`config.mk`:
```
export PLATFORM = sky130hd
export DESIGN_NAME = sync_fifo
export DESIGN_NICKNAME = d
export VERILOG_FILES = /design/src/rtl/sync_fifo_ram.sv /design/src/rtl/sync_fifo.sv
export SDC_FILE = /design/constraint.sdc
export NUM_CORES = 2
export LEC_CHECK = 0
export CORE_MARGIN = 3
export CORE_UTILIZATION = 60
export DETAILED_ROUTE_END_ITERATION = 10
export PLACE_DENSITY_LB_ADDON = 0.05
export REMOVE_ABC_BUFFERS = 1
export SLEW_MARGIN = 5
export SYNTH_ARGS = -nofsm -noshare
export SYNTH_HDL_FRONTEND = slang
export SYNTH_SLANG_ARGS = --single-unit
```
`constraint.sdc`:
```
create_clock -name clk -period 28.6 [get_ports clk]
set_clock_uncertainty 0.2 [all_clocks]
set_input_delay 8.58 -clock clk [delete_from_list [all_inputs] [get_ports clk]]
set_output_delay 8.58 -clock clk [all_outputs]
set_load 0.05 [all_outputs]
```
`src/rtl/sync_fifo_ram.sv`:
```
// Simple dual-port B x N storage for sync_fifo: one write port and one
// registered read port with read enable, shaped for BRAM/LUTRAM inference.
module sync_fifo_ram #(
  parameter int B  = 160,
  parameter int N  = 16,
  parameter int AW = 4
) (
  input  logic          clk,
  input  logic          we,
  input  logic [AW-1:0] waddr,
  input  logic [B-1:0]  wdata,
  input  logic          re,
  input  logic [AW-1:0] raddr,
  output logic [B-1:0]  q
);

  logic [B-1:0] mem_r [N];

  // Write port: store the incoming word at the write address.
  always_ff @(posedge clk) begin
    if (we) begin
      mem_r[waddr] <= wdata;
    end
  end

  // Read port: q holds its value while re is low, so the head word can be frozen.
  always_ff @(posedge clk) begin
    if (re) begin
      q <= mem_r[raddr];
    end
  end

endmodule

```
`src/rtl/sync_fifo.sv`:
```
// Single-clock first-word-fall-through FIFO. Pointers, count, flags and the
// head-word bypass live here; storage sits in sync_fifo_ram.
module sync_fifo #(
  parameter int B = 160,
  parameter int N = 16
) (
  input  logic         clk,
  input  logic         rstn,
  input  logic         wr_en,
  input  logic [B-1:0] din,
  input  logic         rd_en,
  output logic [B-1:0] dout,
  output logic         full,
  output logic         empty
);

  localparam int PW = (N > 1) ? $clog2(N) : 1;
  localparam int CW = $clog2(N + 1);

  logic [PW-1:0] wr_ptr_r, rd_ptr_r, wr_ptr_nxt_s, rd_ptr_nxt_s;
  logic [CW-1:0] count_r, count_nxt_s;
  logic          full_r, empty_r;
  logic          we_s, re_s, hit_s, ram_re_s, head_valid_s;
  logic          sel_byp_r;
  logic [B-1:0]  byp_data_r;
  logic [B-1:0]  ram_q_s;

  // Next-state decode for pointers, occupancy and the head-word source.
  always_comb begin
    we_s         = wr_en & ~full_r;
    re_s         = rd_en & ~empty_r;
    wr_ptr_nxt_s = wr_ptr_r;
    rd_ptr_nxt_s = rd_ptr_r;
    if (we_s) begin
      wr_ptr_nxt_s = (wr_ptr_r == PW'(N - 1)) ? {PW{1'b0}} : wr_ptr_r + PW'(1);
    end else begin
      wr_ptr_nxt_s = wr_ptr_r;
    end
    if (re_s) begin
      rd_ptr_nxt_s = (rd_ptr_r == PW'(N - 1)) ? {PW{1'b0}} : rd_ptr_r + PW'(1);
    end else begin
      rd_ptr_nxt_s = rd_ptr_r;
    end
    case ({we_s, re_s})
      2'b10:   count_nxt_s = count_r + CW'(1);
      2'b01:   count_nxt_s = count_r - CW'(1);
      default: count_nxt_s = count_r;
    endcase
    head_valid_s = (count_nxt_s != {CW{1'b0}});
    // The word being written lands on the next head slot: the RAM cannot
    // return it this edge, so din is captured directly instead.
    hit_s    = we_s & (wr_ptr_r == rd_ptr_nxt_s);
    ram_re_s = head_valid_s & ~hit_s;
  end

  // Pointer, count and flag registers.
  always_ff @(posedge clk or negedge rstn) begin
    if (!rstn) begin
      wr_ptr_r <= {PW{1'b0}};
      rd_ptr_r <= {PW{1'b0}};
      count_r  <= {CW{1'b0}};
      full_r   <= 1'b0;
      empty_r  <= 1'b1;
    end else begin
      wr_ptr_r <= wr_ptr_nxt_s;
      rd_ptr_r <= rd_ptr_nxt_s;
      count_r  <= count_nxt_s;
      full_r   <= (count_nxt_s == CW'(N));
      empty_r  <= (count_nxt_s == {CW{1'b0}});
    end
  end

  // Head-word source select; reset selects the zeroed bypass register so dout=0.
  always_ff @(posedge clk or negedge rstn) begin
    if (!rstn) begin
      sel_byp_r  <= 1'b1;
      byp_data_r <= {B{1'b0}};
    end else if (head_valid_s) begin
      sel_byp_r  <= hit_s;
      byp_data_r <= hit_s ? din : byp_data_r;
    end else begin
      sel_byp_r  <= sel_byp_r;
      byp_data_r <= byp_data_r;
    end
  end

  sync_fifo_ram #(
    .B  (B),
    .N  (N),
    .AW (PW)
  ) u_ram (
    .clk   (clk),
    .we    (we_s),
    .waddr (wr_ptr_r),
    .wdata (din),
    .re    (ram_re_s),
    .raddr (rd_ptr_nxt_s),
    .q     (ram_q_s)
  );

  assign dout  = sel_byp_r ? byp_data_r : ram_q_s;
  assign full  = full_r;
  assign empty = empty_r;

endmodule

```
### Word level (Yosys, flattened, before mapping)

Memories as Yosys holds them, arrays and structs flattened. A register that Yosys moved wholly into a read port is not among the register bits.
Cells that the tools add are included.

| storage, ports and cells | value |
|---|---|
| bits of input ports | 164 |
| output and inout bits | 162 |
| memories | 1 |
| flip-flop bits (word level) | 176 |
| logic and storage cells | 35 |
| RAM bits | 2560 |

Memories:

| name | depth | bits a word | rd ports | clocked after memory_dff | wr ports | RTL line | RTL |
|---|---|---|---|---|---|---|---|
| u_ram.mem_r | 16 | 160 | 1 | 1 | 1 | sync_fifo_ram.sv:17 | `logic [B-1:0] mem_r [N];` |

| cells by class | value |
|---|---|
| equal/unequal tests | 6 |
| muxes and demuxes | 7 |
| reduce and logical (&&, ||, !) cells | 3 |
| $add $sub $neg | 4 |
| bitwise operators | 7 |

Operator list:

| kind | count |
|---|---|
| 160-bit two-way mux | 1 |
| 4-bit two-way mux | 3 |
| 5-bit one-hot mux with 2 select lines | 1 |
| 4-bit by 1-bit adder with 4-bit output (second input constant) | 2 |
| 4-bit == test (second input constant) | 2 |
| 5-bit by 1-bit adder with 5-bit output (second input constant) | 1 |
| 5-bit == test (second input constant) | 1 |
| 5-bit zero test | 1 |
| 5-bit nonzero test | 1 |
| 5-bit by 1-bit subtractor with 5-bit output (second input constant) | 1 |
| 1-bit AND | 4 |
| 4-bit == test | 1 |
| 1-bit NOT | 3 |
| 2-bit by 1-bit == test with 1-bit output (second input constant) | 1 |
| 2-bit == test (second input constant) | 1 |
| 1-bit two-way mux | 2 |
| 2-bit AND reduction | 1 |

### Longest topological paths before layout

| depth | value |
|---|---|
| depth in word-level cells | 7 |
| gate-level depth with buffers | 18 |
| gate-level depth less buffers | 12 |

### Modules after synthesis

A second synthesis with hierarchy kept.

| second synthesis, totals | value |
|---|---|
| cell total of the unflattened synthesis | 4801 |
| area, all modules | 109635.1 µm² |

Modules (own cells, without submodules):

| module | sequential area each (µm²) | instances | cells each | area an instance (µm²) |
|---|---|---|---|---|
| sync_fifo_ram | 81678.3 | 1 | 4191 | 100901.8 |
| sync_fifo | 4406.7 | 1 | 610 | 8733.4 |

### Worst setup path before layout

OpenSTA, ideal clock, no wires.

| timing | value |
|---|---|
| path type | input port to flip-flop |
| start point | input port rd_en |
| end point | register u_ram.q[0], read port of u_ram.mem_r, enable pin |
| required time | 27.718 ns |
| path slack | 9.900 ns |
| buffers on the path | 4 |
| setup time | 0.682 ns |
| cell stages on the path | 16 |
| arrival time | 17.818 ns |
| path through | nand2b_1 > buf_2 > inv_2 > clkbuf_1 > clkbuf_1 > clkbuf_1 > ha_1 > xor2_1 > ha_1 > a21oi_1 > xor2_1 > nor2_1 > xnor2_1 > and3_1 > and2_1 > nor2_1 |

| between the ends | value |
|---|---|
| cells in the longest elaborated chain, start to end | 6 |
| elaborated cells between the ends (all ways) | 10 |
| those cells by class | eq/ne: 3; mux: 2; bitwise: 4; reduce/logical: 1 |

Ends and longest elaborated chain:

| what | RTL line | RTL |
|---|---|---|
| from (decl) | sync_fifo.sv:11 | `input logic rd_en,` |
| 1-bit AND (*) | sync_fifo.sv:31 | `re_s = rd_en & ~empty_r;` |
| branches (longest 4 deep; another with 5-bit one-hot mux with 2 select lines) | n/a |  |
| 1-bit AND (*) | sync_fifo.sv:53 | `ram_re_s = head_valid_s & ~hit_s;` |
| named net ram_re_s | sync_fifo.sv:23 | `logic we_s, re_s, hit_s, ram_re_s, head_valid_s;` |
| to (decl) | sync_fifo_ram.sv:14 | `output logic [B-1:0] q` |

Mark *: on every way through the listed nets, which the timed path passes.
A chain may end at the register's enable or synchronous reset.

### Worst setup path in the final report

| timing | value |
|---|---|
| start point | input port rd_en |
| end point | register u_ram.q[38], read port of u_ram.mem_r (data pin) |

| between the ends | value |
|---|---|
| cells in the longest elaborated chain, start to end | 6 |
| elaborated cells between the ends (all ways) | 10 |
| those cells by class | eq/ne: 3; mux: 2; bitwise: 4; reduce/logical: 1 |

Ends and longest elaborated chain:

| what | RTL line |
|---|---|
| 1-bit AND (*) | sync_fifo.sv:31 |
| branches (longest 5 deep; another with 5-bit one-hot mux with 2 select lines) | n/a |

Every way passes the cells marked *.

==> impl_metrics.yaml <==
sta:
  maxSlewViolCount: 0
  fmax_ghz: 0.0675
  finalHoldViolCount: 0
  tightestPinTransition_ns: 1.38
  max_slew_margin_pct: 8.28
  fin_crit_ns: 14.81
  tns_ns: 0
  rsz0062_at_grt: "no"
  fin_ws_ns: 13.79
  finalSetupViolCount: 0
  period_share_pct: 51.8
place:
  pre_cts_ws_ns: 12.91
  post-dp-hpwl_mm: 143
  gp_congestion: 0.766
  port_buffers: 325
layout:
  final_common_cell: "edfxtp_1"
  fin_nets: 8189
  final_cell_mix: "2720 x edfxtp_1, 1875 x nand2_1, 772 x nand3_1"
  drive_gt1_share_pct: 10.9
  area_growth_pct: 13.2
setup_path:
  cp.arrival_ns: 15.37
  cp_max_fo: 138
  cp.required_ns: 29.15
  rrSetupSlack_ns: 21.56
  critPathKind: "input port to flip-flop"
  crit_path_start_kind: "input port"
  end_kind: "flip-flop"
clock_network:
  post-cts-setup-buffers: 0
  cts_buffers: 307
  cts_sinks: 2896
  path_clk_slew_ns: 0.06
  clock-root-buffer: "clkbuf_16"
  holdBufCountCts: 0
  cts_buffer_depth: 4
  cts.repair.resized: 0
  htreeDepth: 5
  cts_tree: "yes"
  insertion_delay_ns: 0.91
synthesis:
  synth_top_area_share_pct: 71.8
  synth_ff_type: "edfxtp_1"
  netlist_top_cells_area: "edfxtp_1 72%, nand2_1 6.2%, dfrtp_1 3.8%"
  yosysTopAreaCell: "edfxtp_1"
  yosysSeqAreaShare_pct: 75.7
  ys_ff_latch: 2896
  synth_edf_count: 2720
  synth_area_per_cell_sq_um: 14.6
  synthArstFlopShare_pct: 6.08
  syn_inst: 7785
  yosysWarnings: 0
  netlist-cell-type-count: 48
  syn_area_sq_um: 114000
pwr:
  p_leak_uw: 0.0438
  powerDensity_nw_per_um2: 114
  peakVddDrop_mv: 0.109
run:
  max_cap_viol_count: 0
global_route:
  antenna_found_initial: 10
  grt.total_usage_pct: 30.9
  first_global_vias: 67700
  grt_start_max_net_pins: 226
  grt_pass1_wl_mm: 443
  grt_overflow: 0
floorplan:
  die_w_um: 441
  io_pins: 326
  start_util_pct: 60.5
  coreArea_sq_um: 188000
  dieArea_sq_um: 195000
  rows: 159
  die_h_um: 441
worst_hold_path:
  hold_path.class: "flip-flop to flip-flop"
outcome:
  status: "finished clean"
routing:
  wl_per_cell_um: 28.2
  routed-via-count: 69000
  wirelength_mm: 303
  route.detailed.drc: 0
  initialDrtViolationCount: 7984
  ant_nets: 0
  viasPerCell: 6.42
  drt_pass1_iterations: 6
registers in the layout, summed over array words and instances, names as in the netlist:
name and flops:
count_r 5, u_ram.q 160, sel_byp_r 1, empty 1
full 1, byp_data_r 160, wr_ptr_r 4, u_ram.mem_r 2560
rd_ptr_r 4
routing by layer:
layer / up-vias / GRT usage [%] / routed length [um]
met3: 624 / 4.16 / 24100
met2: 3393 / 51.8 / 150000
li1: 29900 / - / -
met4: 4 / 11.4 / 10900
met1: 35100 / 41.8 / 118000
met5: - / 0 / 27
critical path, stage by stage:
cell,delay (ns)
clkdlybuf4s50_1,0.54
nand2b_4,0.46
inv_4,0.50
nand3b_1,0.17
and2_4,0.40
inv_8,0.73
buf_4,0.85
buf_4,0.82
buf_4,0.77
buf_4,0.62
a21oi_1,0.16
a22oi_1,0.23
nand3_1,0.09
o21ai_0,0.14
Yosys cell counts, types with 8 or more instances:
library cell and count:
nand4_1 39, o221ai_1 46, a2111oi_0 47, and3_1 53, o31ai_1 47, inv_1 9, buf_1 39, mux2_1 89
dfrtp_1 174, o22ai_1 39, ha_1 8, a211oi_1 98, xnor2_1 9, mux2_2 279, nand3_1 773, mux2i_1 116
buf_4 10, a31oi_1 39, a32oi_1 128, a21oi_1 343, buf_2 34, mux4_2 76, a22oi_1 60, o21ai_0 89
and2_1 19, a311oi_1 49, clkbuf_1 429, edfxtp_1 2720, nor2_1 15, nand2_1 1876
power by group:
group / internal (uW) / switching [uW]
logic: 1620 / 3700
clock network: 2180 / 1550
registers: 5390 / 220
area by class of cell:
| type | instances | area (sq um) |
|---|---|---|
| clock inverters | 89 | 652 |
| inverters | 12 | 75.1 |
| well taps | 2495 | 3120 |
| multi-input cells | 4365 | 25800 |
| flip-flops and latches | 2896 | 86100 |
| diodes | 9 | 22.5 |
| fillers | 13000 | 59500 |
| repair buffers | 435 | 4280 |
| clock buffers | 444 | 8680 |
stage by stage:
stage                     hold slack, ns  std cells  util (%)  area, sq um  power, uW
final                              0.279      10700      68.4       129000      14700
after global routing               0.290      10700      68.4       129000      15300
after CTS                          0.282      10700      68.4       129000      14700
after detailed placement           0.268      10200      63.4       119000      11000
after global placement             0.261      10200      63.4       119000      10900
after floorplan                    0.252       7273         -       112000      10400
final timing paths:
kind,start,to,cells past startpoint
worst min-delay path,byp_data_r[106]$_DFFE_PN0P_,byp_data_r[106]$_DFFE_PN0P_,1
max in group asynchronous,rstn,byp_data_r[51]$_DFFE_PN0P_,2
worst max-delay path,rd_en,u_ram.q[38]$_DFFE_PP_,14
worst min register to register,byp_data_r[106]$_DFFE_PN0P_,byp_data_r[106]$_DFFE_PN0P_,1
min in group asynchronous,rstn,rd_ptr_r[0]$_DFF_PN0_,1
worst max register to register,empty$_DFF_PN1_,u_ram.q[38]$_DFFE_PP_,13
logic make-up (layout without fill, tap and decap cells):
logic type,Yosys count,count (layout),share of synthesized area (%)
other,0,9,0
XOR/XNOR,12,12,0.0924
multiplexers,560,560,6.17
AO/OA/AOI/OAI,995,995,5.85
adder cells (fa/ha/maj),8,8,0.0880
flip-flops,2896,2896,75.7
buffers and inverters,524,980,1.80
AND/OR/NAND/NOR,2790,2790,10.3
No activity file was read; power rests on OpenSTA's default activity.
